==> config.mk <==
export PLATFORM = sky130hd
export DESIGN_NAME = lcd_write_sched
export DESIGN_NICKNAME = d
export VERILOG_FILES = /design/src/rtl/lcd_pkg.sv /design/src/rtl/lcd_init_rom.sv /design/src/rtl/lcd_write_sched.sv
export SDC_FILE = /design/constraint.sdc
export NUM_CORES = 1
export LEC_CHECK = 0
export CAP_MARGIN = 20
export CELL_PAD_IN_SITES_DETAIL_PLACEMENT = 1
export CELL_PAD_IN_SITES_GLOBAL_PLACEMENT = 1
export CORE_MARGIN = 4
export CORE_UTILIZATION = 39
export CTS_CLUSTER_SIZE = 30
export DETAILED_ROUTE_END_ITERATION = 16
export GPL_ROUTABILITY_DRIVEN = 1
export HOLD_SLACK_MARGIN = 0.05
export PLACE_DENSITY = 0.8
export SLEW_MARGIN = 20
export SYNTH_ARGS = -nofsm -noshare
export SYNTH_HDL_FRONTEND = slang
export SYNTH_HIERARCHICAL = 1
export SYNTH_SLANG_ARGS = --single-unit
==> constraint.sdc <==
create_clock -name clk_1ms -period 3.1 [get_ports clk_1ms]
set_input_delay 0.775 -clock clk_1ms [delete_from_list [all_inputs] [get_ports clk_1ms]]
set_output_delay 0.775 -clock clk_1ms [all_outputs]
set_load 0.02 [all_outputs]
==> src/rtl/lcd_pkg.sv <==
// Shared types and constants for the HD44780 write scheduler.
// The init table length and hold width are sized for the fixed power-up sequence.
package lcd_pkg;

    typedef enum logic [2:0] {
        PWR_WAIT,
        SETUP,
        EN,
        HOLD,
        IDLE
    } state_t;

    localparam logic [7:0] FUNC_SET_8B2L = 8'h38;
    localparam logic [7:0] DISP_ON       = 8'h0C;
    localparam logic [7:0] CLEAR         = 8'h01;
    localparam logic [7:0] HOME          = 8'h02;
    localparam logic [7:0] ENTRY_INC     = 8'h06;

    localparam logic [2:0] INIT_LEN = 3'd7;

    // Clear and home need the long settle time; everything else holds one cycle.
    function automatic logic [7:0] hold_for(input logic is_cmd, input logic [7:0] b,
                                            input logic [7:0] clear_h);
        return (is_cmd && (b == CLEAR || b == HOME)) ? clear_h : 8'd1;
    endfunction

endpackage

==> src/rtl/lcd_init_rom.sv <==
// Power-up command table: index -> {command byte, E-low hold cycles}.
import lcd_pkg::*;

module lcd_init_rom #(
    parameter int CLEAR_MS = 2
) (
    input  logic [2:0] i_idx,
    output logic [7:0] o_cmd,
    output logic [7:0] o_hold
);

    always_comb begin
        o_cmd  = FUNC_SET_8B2L;
        o_hold = 8'd1;
        case (i_idx)
            3'd0: o_hold = 8'd5;
            3'd4: o_cmd = DISP_ON;
            3'd5: begin
                o_cmd  = CLEAR;
                o_hold = 8'(CLEAR_MS);
            end
            3'd6: o_cmd = ENTRY_INC;
            default: ;
        endcase
    end

endmodule

==> src/rtl/lcd_write_sched.sv <==
// Character-LCD sequencer: power-up init, then two-port arbitration of byte writes
// turned into timed E/RS/DB cycles on the 1 ms clock.
import lcd_pkg::*;

module lcd_write_sched #(
    parameter int POWERUP_MS = 20,
    parameter int CLEAR_MS   = 2,
    parameter int FIXED_PRIO = 0
) (
    input  logic        clk_1ms,
    input  logic        reset,
    input  logic [1:0]  req_valid,
    input  logic [1:0]  req_cmd,
    input  logic [15:0] req_byte,
    output logic [1:0]  req_ack,
    output logic        E,
    output logic        RW,
    output logic        RS,
    output logic [7:0]  DB,
    output logic        busy,
    output logic        init_done
);

    localparam logic [15:0] PWR_CNT = 16'(POWERUP_MS);
    localparam logic [7:0]  CLEAR_H = 8'(CLEAR_MS);

    state_t      r_state;
    logic [15:0] r_cnt;
    logic [2:0]  r_idx;
    logic [7:0]  r_hold;
    logic        r_last;
    logic [1:0]  r_ack;
    logic        r_e;
    logic        r_rs;
    logic [7:0]  r_db;
    logic        r_busy;
    logic        r_init_done;

    logic [7:0]  w_rom_cmd;
    logic [7:0]  w_rom_hold;
    logic        w_win;
    logic        w_any;
    logic [7:0]  w_sel_byte;
    logic        w_sel_cmd;
    logic        w_done_hold;
    logic        w_load_rom;
    logic        w_serve;

    lcd_init_rom #(.CLEAR_MS(CLEAR_MS)) u_rom (
        .i_idx  (r_idx),
        .o_cmd  (w_rom_cmd),
        .o_hold (w_rom_hold)
    );

    // Tie-break: fixed priority favours port 0, round-robin favours the port not granted last.
    always_comb begin
        w_win = 1'b0;
        if (req_valid == 2'b10)
            w_win = 1'b1;
        else if (req_valid == 2'b11 && FIXED_PRIO == 0 && r_last == 1'b0)
            w_win = 1'b1;
    end

    assign w_any      = |req_valid;
    assign w_sel_byte = w_win ? req_byte[15:8] : req_byte[7:0];
    assign w_sel_cmd  = req_cmd[w_win];

    // A finishing write doubles as an IDLE edge so back-to-back grants are 3 cycles apart.
    assign w_done_hold = (r_state == HOLD) && (r_cnt == 16'd0);
    assign w_load_rom  = ((r_state == PWR_WAIT) && (r_cnt == PWR_CNT)) ||
                         (w_done_hold && !r_init_done && (r_idx != INIT_LEN));
    assign w_serve     = (r_state == IDLE) || (w_done_hold && !w_load_rom);

    always_ff @(posedge clk_1ms or posedge reset) begin
        if (reset) begin
            r_state     <= PWR_WAIT;
            r_cnt       <= 16'd0;
            r_idx       <= 3'd0;
            r_hold      <= 8'd1;
            r_last      <= 1'b1;
            r_ack       <= 2'b00;
            r_e         <= 1'b0;
            r_rs        <= 1'b0;
            r_db        <= 8'h00;
            r_busy      <= 1'b1;
            r_init_done <= 1'b0;
        end else begin
            r_ack <= 2'b00;
            if (w_load_rom) begin
                r_db    <= w_rom_cmd;
                r_rs    <= 1'b0;
                r_e     <= 1'b0;
                r_hold  <= w_rom_hold;
                r_idx   <= r_idx + 3'd1;
                r_busy  <= 1'b1;
                r_state <= SETUP;
            end else if (w_serve) begin
                r_init_done <= 1'b1;
                r_e         <= 1'b0;
                if (w_any) begin
                    r_ack[w_win] <= 1'b1;
                    r_last       <= w_win;
                    r_db         <= w_sel_byte;
                    r_rs         <= ~w_sel_cmd;
                    r_hold       <= hold_for(w_sel_cmd, w_sel_byte, CLEAR_H);
                    r_busy       <= 1'b1;
                    r_state      <= SETUP;
                end else begin
                    r_busy  <= 1'b0;
                    r_state <= IDLE;
                end
            end else begin
                case (r_state)
                    PWR_WAIT: r_cnt <= r_cnt + 16'd1;
                    SETUP: begin
                        r_e     <= 1'b1;
                        r_state <= EN;
                    end
                    EN: begin
                        r_e     <= 1'b0;
                        r_cnt   <= {8'd0, r_hold} - 16'd1;
                        r_state <= HOLD;
                    end
                    HOLD: r_cnt <= r_cnt - 16'd1;
                    default: ;
                endcase
            end
        end
    end

    assign req_ack   = r_ack;
    assign E         = r_e;
    assign RW        = 1'b0;
    assign RS        = r_rs;
    assign DB        = r_db;
    assign busy      = r_busy;
    assign init_done = r_init_done;

endmodule

==> impl_metrics.csv <==
group,metric,value,unit
finish,final_util,46.20,%
synthesis,ys_types,65,
finish,nFillCells,983,
synthesis,yosysSeqAreaShare,34.56,%
clock_tree,clk_pin_slew,0.09,ns
global_route,grt_pass1_vias,3040,
setup_path,path_max_fanout,14,
floorplan,die_w,99.56,µm
synthesis,synth_edf_count,0,
setup_path,reg2reg_depth,8,
clock_tree,numCtsBuffers,5,
place,port_buffers,35,
detailed_routing,ant_nets,0,
clock_tree,clockBufferDepth,2,
sta,period_needed,2.840,ns
global_route,grt_overflow,0,
finish,area_delta_synth_final,15.54,%
synthesis,yosys_warnings,6,
floorplan,die-area,9912,µm²
clock_tree,cts_root_buf,"clkbuf_8",
sta,slew_headroom,54.55,%
run,cap_violations,0,
floorplan,std_cell_rows,33,
setup_path,cp-end-kind,"register",
sta,clock_skew,0.009282,ns
detailed_routing,wirelength,8799,µm
sta,fin_tns_setup,0,ns
finish,drive_above_1_share,12.34,%
setup_path,cp.arrival,3.01,ns
clock_tree,postCtsSetupBuffers,0,
global_route,grtUsageMet2,32.59,%
clock_tree,cts_tree,"built",
synthesis,avgSynthCellArea,9.007,µm²
sta,setup_violations,0,
synthesis,synth-main-ff-cell,"dfrtp_1",
power,powerDensity,1197,nW/µm²
status,status,"completed",
floorplan,num_io_pins,37,
worst_hold_path,hold_depth,2,
global_route,grt_start_max_net_pins,24,
floorplan,die_y,99.56,µm
global_route,gr-max-usage-layer,"met2",
setup_path,cp_cell_sequence,"and3b_2 > fa_1 > a21oi_1 > o211ai_1 > a21oi_1 > mux2_2 > o21ai_0 > a21oi_1",
setup_path,crit_cells,8,
sta,drv_slew,0,
global_route,grt.total_usage,18.71,%
global_route,use_met3,3.787,%
setup_path,worst_path_dominant_cell_family,"compound AO/OA/AOI/OAI gates",
detailed_routing,drc,0,
place,routabilityCongestion,0.8914,
clock_tree,clkLatencyLatePin,0.30,ns
detailed_routing,vias_per_cell,5.721,
synthesis,syn_inst,363,
setup_path,start_kind,"register",
sta,finalCritPeriodShare,91.62,%
clock_tree,clock-sinks,45,
power,max-vdd-ir-drop,0.0004135,V
global_route,grt_pass1_wl,15050,µm
power,leakagePower,1.604,nW
setup_path,critPathBufInv,0,
finish,layout.nets,436,
detailed_routing,drt-initial-drc-count,108,
finish,diodes,0,
sta,rsz0062_at_grt,"false",
synthesis,async_flop_share,100.0,%
sta,worstMarginPinSlew,0.6815,ns
synthesis,synth-seq-cells,45,
worst_hold_path,min_path_type,"reg -> reg",
sta,fmax,0.3521,GHz
clock_tree,htree_levels,2,
detailed_routing,drt_pass1_iterations,4,
setup_path,cpMostUsedCell,"a21oi_1",
setup_path,slowest_delay,0.46,ns
setup_path,required,3.27,ns
sta,final-hold-violation-count,0,
floorplan,start_util,39.99,%
place,hpwlAfterDp,6962,µm
setup_path,path_class,"reg -> reg",
global_route,use_met1,23.21,%
sta,whs,0.4934,ns
global_route,antenna_found_initial,0,
detailed_routing,post_drt_wl_per_cell,17.53,µm
setup_path,cp_slowest_cell,"fa_1",
detailed_routing,num_vias,2872,
synthesis,synth_area,3269,µm²
floorplan,core,8175,µm²
flip-flops by register name, summed over array words and instances (netlist names):
signal / flops
RS: 1
busy: 1
DB: 8
r_cnt: 16
r_hold: 8
req_ack: 2
E: 1
r_last: 1
r_idx: 3
init_done: 1
r_state: 3
layout by cell type, fill, tap and decap left out, types with 5 or more instances in the layout:
master / instances
clkbuf_8: 5
mux2i_1: 8
a21oi_1: 27
clkdlybuf4s50_1: 35
xnor2_1: 7
o21ai_0: 25
conb_1: 8
a22o_1: 6
ha_1: 17
buf_4: 9
nor2_1: 26
nand3_1: 14
nor4_2: 5
a31oi_1: 6
o21a_1: 5
xor2_1: 7
and2_1: 5
nand2_1: 45
dfrtp_1: 42
inv_1: 8
mux2_2: 6
stage by stage:
stage          instances  worst slack, ns  total power, W  cell area, µm²
5_1_grt              502          0.06800        0.004965            3777
3_5_place_dp         494          0.06150        0.004147            3692
3_3_place_gp         494           0.2474        0.003996            3692
4_1_cts              502          0.05099        0.004534            3776
2_1_floorplan        369          0.04818        0.003289            3292
6_report             502           0.2599        0.004523            3777
synthesized netlist by cell type, drive strengths merged, types with 2 or more instances:
cell type | instances | share of area [%]
a22o | 6 | 1.6
or2 | 2 | 0.38
clkbuf | 7 | 0.80
xnor2 | 7 | 1.9
dfrtp | 42 | 32
o21bai | 3 | 0.69
a41o | 2 | 0.65
a311oi | 2 | 0.73
o31ai | 2 | 0.88
xor2 | 7 | 1.9
o22ai | 3 | 0.77
mux2i | 8 | 2.4
ha | 17 | 6.5
nand4 | 5 | 1.1
o221a | 4 | 1.4
o21a | 5 | 1.1
or3 | 4 | 0.77
and3 | 3 | 0.73
nor3 | 5 | 0.92
dfstp | 3 | 2.4
buf | 17 | 3.8
and4 | 2 | 0.54
a21oi | 28 | 4.4
a21o | 4 | 0.92
mux2 | 6 | 2.1
conb | 2 | 0.23
nand2b | 3 | 0.57
a31oi | 6 | 1.1
or4 | 3 | 0.69
o211ai | 4 | 0.92
nor4 | 8 | 2.5
a221o | 3 | 0.92
nand3 | 14 | 2.1
nand2 | 45 | 5.2
and2 | 5 | 0.96
inv | 9 | 1.0
nor2b | 2 | 0.46
o21ai | 25 | 3.8
nor2 | 26 | 3.0
cells by family (layout without fill, tap and decap cells):
family	count (synthesis)	count (layout)	share of synthesized area, %
flip-flops	45	45	34.56
XOR/XNOR	14	14	3.751
adder cells (fa/ha/maj)	18	18	7.118
AO/OA/AOI/OAI	107	107	23.54
other	2	8	0.2297
AND/OR/NAND/NOR	130	130	20.70
multiplexers	14	14	4.516
buffers and inverters	33	61	5.587
power by group:
part	switching, W	internal [W]	total (W)
Clock	0.000206	0.000160	0.000366
Sequential	0.000240	0.000844	0.00108
Combinational	0.00175	0.00133	0.00307
Total	0.00219	0.00233	0.00452
metal layers:
layer | routed length [µm] | up-vias
met5 | 0 | -
met4 | 162 | 0
met3 | 386 | 18
met2 | 4312 | 62
met1 | 3937 | 1409
li1 | - | 1383
final timing paths:
check	startpoint	endpoint	slack, ns
setup reg to reg	r_state[0]	r_cnt[12]	0.26
hold reg to reg	busy	busy	0.49
hold / removal	busy	busy	0.49
max in group asynchronous	reset	r_last	1.65
min in group asynchronous	reset	r_idx[0]	0.82
setup / recovery	r_state[0]	r_cnt[12]	0.26
repair_timing:
item	4_1_cts	5_1_grt
endpoints found under the setup margin	0	3
hold buffers	0	0
resized for setup	0	1
tightest hold or removal path, cell delays in order, from the launching register on:
cell     delay [ns]
dfstp_2        0.38
nand2_1        0.05
nand2_1        0.06
layout make-up:
type	instances	area, µm²	share of cell area (%)
Clock buffer	7	76.32	2.021
Clock inverter	1	7.507	0.1987
Inverter	9	33.78	0.8943
Multi-Input combinational cell	291	1981	52.43
Sequential cell	45	1130	29.91
Tap cell	105	131.4	3.478
Timing Repair Buffer	44	417.9	11.06
Power figures use the tool's default switching activity.
